==> config.mk <==
export PLATFORM = sky130hd
export DESIGN_NAME = shift_right_seq
export DESIGN_NICKNAME = d
export VERILOG_FILES = /design/src/rtl/shift_right_seq.sv
export SDC_FILE = /design/constraint.sdc
export NUM_CORES = 1
export LEC_CHECK = 0
export CAP_MARGIN = 0
export CORE_MARGIN = 4
export CORE_UTILIZATION = 40
export CTS_CLUSTER_SIZE = 20
export DETAILED_ROUTE_END_ITERATION = 8
export GPL_TIMING_DRIVEN = 0
export PLACE_DENSITY_LB_ADDON = 0.12
export SLEW_MARGIN = 10
export SYNTH_ARGS = -nofsm -noshare
export SYNTH_HDL_FRONTEND = slang
export SYNTH_SLANG_ARGS = --single-unit
==> constraint.sdc <==
create_clock -name clk -period 2 [get_ports clk]
set_clock_uncertainty 0.2 [all_clocks]
set_input_delay 0.2 -clock clk [delete_from_list [all_inputs] [get_ports clk]]
set_output_delay 0.2 -clock clk [all_outputs]
set_load 0.02 [all_outputs]
==> src/rtl/shift_right_seq.sv <==
// shift_right_seq: sequential right shifter, one bit position per clock.
// A start/busy/done handshake wraps a shift register whose fill bit is
// chosen per operation: logical (0), arithmetic (MSB), rotate (LSB) or
// serial-in (live sin). cout reports the last bit shifted out of the LSB.
module shift_right_seq #(
    parameter int WIDTH = 8,
    parameter int AMT_W = 4
) (
    input  logic             clk,
    input  logic             rst_n,
    input  logic             start,
    input  logic [WIDTH-1:0] x,
    input  logic [AMT_W-1:0] amt,
    input  logic [1:0]       mode,
    input  logic             sin,
    output logic [WIDTH-1:0] f,
    output logic             cout,
    output logic             busy,
    output logic             done
);

    typedef enum logic [1:0] {
        ST_IDLE  = 2'b00,
        ST_SHIFT = 2'b01,
        ST_DONE  = 2'b10
    } state_t;

    state_t           state_r;
    state_t           next_state_s;
    logic [WIDTH-1:0] f_r;
    logic [WIDTH-1:0] f_next_s;
    logic             cout_r;
    logic             cout_next_s;
    logic [AMT_W-1:0] cnt_r;
    logic [AMT_W-1:0] cnt_next_s;
    logic [AMT_W-1:0] amt_sat_s;
    logic [1:0]       mode_r;
    logic [1:0]       mode_next_s;
    logic             fill_s;
    logic             busy_r;
    logic             done_r;

    // Clamp the requested count to WIDTH; more shifts would change nothing useful.
    always_comb begin
        amt_sat_s = amt;
        if (amt > AMT_W'(WIDTH)) begin
            amt_sat_s = AMT_W'(WIDTH);
        end else begin
            amt_sat_s = amt;
        end
    end

    // Select the bit entering at the MSB from the latched mode.
    always_comb begin
        fill_s = 1'b0;
        case (mode_r)
            2'b00:   fill_s = 1'b0;
            2'b01:   fill_s = f_r[WIDTH-1];
            2'b10:   fill_s = f_r[0];
            2'b11:   fill_s = sin;
            default: fill_s = 1'b0;
        endcase
    end

    // Next-state and datapath update; everything holds unless a state acts on it.
    always_comb begin
        next_state_s = state_r;
        f_next_s     = f_r;
        cout_next_s  = cout_r;
        cnt_next_s   = cnt_r;
        mode_next_s  = mode_r;
        case (state_r)
            ST_IDLE: begin
                if (start) begin
                    f_next_s    = x;
                    cout_next_s = 1'b0;
                    mode_next_s = mode;
                    cnt_next_s  = amt_sat_s;
                    if (amt_sat_s != {AMT_W{1'b0}}) begin
                        next_state_s = ST_SHIFT;
                    end else begin
                        next_state_s = ST_DONE;
                    end
                end else begin
                    next_state_s = ST_IDLE;
                end
            end
            ST_SHIFT: begin
                cout_next_s = f_r[0];
                f_next_s    = {fill_s, f_r[WIDTH-1:1]};
                cnt_next_s  = cnt_r - AMT_W'(1);
                if (cnt_r == AMT_W'(1)) begin
                    next_state_s = ST_DONE;
                end else begin
                    next_state_s = ST_SHIFT;
                end
            end
            ST_DONE: begin
                next_state_s = ST_IDLE;
            end
            default: begin
                next_state_s = ST_IDLE;
            end
        endcase
    end

    // State and datapath registers; busy/done are registered from the next state
    // so they line up with the state they describe without any input-to-output path.
    always_ff @(posedge clk or negedge rst_n) begin
        if (!rst_n) begin
            state_r <= ST_IDLE;
            f_r     <= {WIDTH{1'b0}};
            cout_r  <= 1'b0;
            cnt_r   <= {AMT_W{1'b0}};
            mode_r  <= 2'b00;
            busy_r  <= 1'b0;
            done_r  <= 1'b0;
        end else begin
            state_r <= next_state_s;
            f_r     <= f_next_s;
            cout_r  <= cout_next_s;
            cnt_r   <= cnt_next_s;
            mode_r  <= mode_next_s;
            busy_r  <= (next_state_s != ST_IDLE);
            done_r  <= (next_state_s == ST_DONE);
        end
    end

    assign f    = f_r;
    assign cout = cout_r;
    assign busy = busy_r;
    assign done = done_r;

endmodule

==> metrics.yaml <==
total_number_of_placement_rows: 18
critPathMaxStageDelay_ns: 0.63
io_buffers: 28
nNetsFinal: 157
design_area_um2: 1368
grt_pass1_wl_um: 3726
insertion_delay_ns: 0.29
synth-warning-count: 0
critical_path.max_fanout: 4
netlist_top_cells_area: "dfrtp_1 46%, nor2b_1 7.3%, a22oi_1 5.1%"
drt_pre_antenna_iters: 4
first_iter_violations: 23
floorplan.initialDensity: 0.4169
synth_area_leader_cell: "dfrtp_1"
timing.max_slew.rel_slack: 0.4182
pwr-share-comb: 0.520
synth_largest_type_area_fraction: 0.4645
r2r_setup_slack_ns: 0.37
power.ir.vdd_worst_v: 0.0007194
hold_viol_final: 0
reg2regPathDepth: 4
layoutNonFillerInstCount: 166
clock_power_share: 0.102
r2r_end: "f[7]"
synth_cells: 104
largest_net_degree_at_the_start_of_global_routing: 20
timing.final.crit_share: 0.8775
worstPathBufferInverterCount: 1
p_leak_nw: 0.5734
tritoncts: "built"
cts_hold_buf: 0
ys_seq_elements: 19
drc_errors: 0
dpl.cell_count: 162
setup.worst_path.end_class: "output port"
critical_path.reg2reg.startpoint: "state_r[1]"
die-height_um: 58.59
fmaxAchievable_mhz: 569.8
required_ns: 1.60
startpoint_type: "flop"
netlist_area_um2: 1023
total_nets_after_synthesis: 124
post-cts-setup-buffers: 0
rsz_0062_raised_after_global_routing: "false"
num-fill-cells: 234
clock-sinks: 19
grt_util_all_layers: 0.1412
synthesis.area_per_instance_um2: 9.841
post-route-min-period_ns: 1.755
maxCapViolCount: 0
placement.cell_area_um2: 1341
report.final.setup_viol: 0
p_switching_uw: 788.0
worstSetupPathType: "reg -> out"
critical_path.slowest_cell: "clkdlybuf4s50_1"
post_drt_wl_per_cell_um: 13.64
area_growth_syn_to_layout_pct: 33.62
power.share.switching: 0.4052
clock_buffers_created_by_tritoncts: 3
ios: 29
min-delay-path-class: "in -> async"
overall_power_consumption_mw: 1.945
finalWeightedCongestion: 0.7378
p_int_mw: 1.157
outcome: "complete, no violations"
antennaDiodeCount: 0
cts_root_buf: "clkbuf_4"
post-dp-hpwl_um: 1680
holdWs_ns: 0.1859
ctsLongestPathBuffers: 2
netlist-cell-type-count: 30
critical-path-top-delay-family: "buffers and inverters"
critical_path.cell_chain: "clkdlybuf4s50_1"
totalWireLength_um: 2264
layout-drive-gt1-share: 0.07353
resized_gates_after_cts: 0
synth_seq_area_share: 0.4645
dieWidth_um: 58.59
timing_max_transition_violations_final: 0
tns_ns: 0
pwr_cell_area_nw_per_um2: 1422
core_region_area_um2: 2455
h-tree-depth: 1
critical_path_arrival_ns: 1.35
ant_nets: 0
vias: 874
grt-ovfl-total: 0
antenna_violations_before_repair: 0
sequentialPowerShare: 0.377
dieArea_um2: 3432
path_clk_slew_ns: 0.11
drt-vias-per-instance: 5.265
timing_worst_slew_pin_value_ns: 0.8700
vias_in_the_first_global_route: 817
kinds of logic (layout without fill, tap and decap cells):
logic type | count (synthesis) | in the layout | share of synthesized area
buffers and inverters | 11 | 43 | 0.05257
flip-flops | 19 | 19 | 0.4646
AO/OA/AOI/OAI | 36 | 36 | 0.2213
adder cells (fa/ha/maj) | 2 | 2 | 0.02445
multiplexers | 6 | 6 | 0.06357
AND/OR/NAND/NOR | 30 | 30 | 0.1736
layer usage:
layer,part of all wire,global-route usage
met1,0.46,0.1846
met3,0.062,0.02412
met4,0.0066,0.05825
met5,0,0
met2,0.47,0.2313
worst max path at each step:
stage,cells past startpoint,slack (ns),endpoint,startpoint
after detailed placement,5,0.08,f[5],start
after global routing,1,0.21,f[2],f[2]
after global placement,5,0.09,f[5],start
after CTS,1,0.22,f[0],f[0]
final,1,0.25,f[2],f[2]
after floorplan,4,0.49,f[7],state_r[1]
metrics by stage:
step           worst slack, ns    util
2_1_floorplan           0.4945       -
4_1_cts                 0.2194  0.5571
3_5_place_dp           0.07675  0.5464
6_report                0.2451  0.5571
5_1_grt                 0.2050  0.5571
3_3_place_gp           0.09054  0.5464
registers in the layout, summed over array words and instances (netlist names):
| signal | count |
|---|---|
| state_r | 2 |
| busy | 1 |
| f | 8 |
| cout | 1 |
| cnt_r | 4 |
| mode_r | 2 |
| done | 1 |
cell type report:
class                      count  area, um^2  area share
multi-input combinational     74       494.2      0.3614
timing repair buffer          28       280.3      0.2049
sequential                    19       475.5      0.3477
clock buffer                   4       26.28     0.01921
buffer                         5       31.28     0.02287
inverter                       6       22.52     0.01647
tap                           30       37.54     0.02745
power groups by stage:
stage | Combinational [mW] | Clock, mW | Sequential, mW
finish | 1.01 | 0.199 | 0.734
global route | 1.11 | 0.218 | 0.763
CTS | 1.02 | 0.213 | 0.734
detailed placement | 1.02 | 0 | 0.745
global placement | 1.01 | 0 | 0.736
floorplan | 0.561 | 0 | 0.818
synth_stat cells (all sizes together):
library cell	number
o221ai	1
a22o	1
mux2	4
a31oi	1
and3b	1
o21ai	9
nand2b	3
mux2i	2
inv	6
nand3b	2
a221oi	1
o211ai	2
nor2	5
clkbuf	2
nor3	1
buf	3
a21o	1
nand2	2
ha	2
nor4	1
o22ai	2
and2b	3
a32oi	1
a22oi	7
a21oi	9
nor2b	12
dfrtp	19
o21bai	1
placed cells by master (no fill, tap or decap), drive strengths merged:
cell type      count
clkbuf             6
a21oi              9
nor3               1
nor2b             12
o221ai             1
mux2               4
o22ai              2
and2b              3
nand3b             2
buf                3
inv                6
mux2i              2
a22oi              7
o211ai             2
a32oi              1
a221oi             1
a22o               1
o21ai              9
nor4               1
o21bai             1
nor2               5
dfrtp             19
ha                 2
a21o               1
nand2              2
nand2b             3
clkdlybuf4s50     28
and3b              1
a31oi              1
No activity file was read; power rests on OpenSTA's default activity.
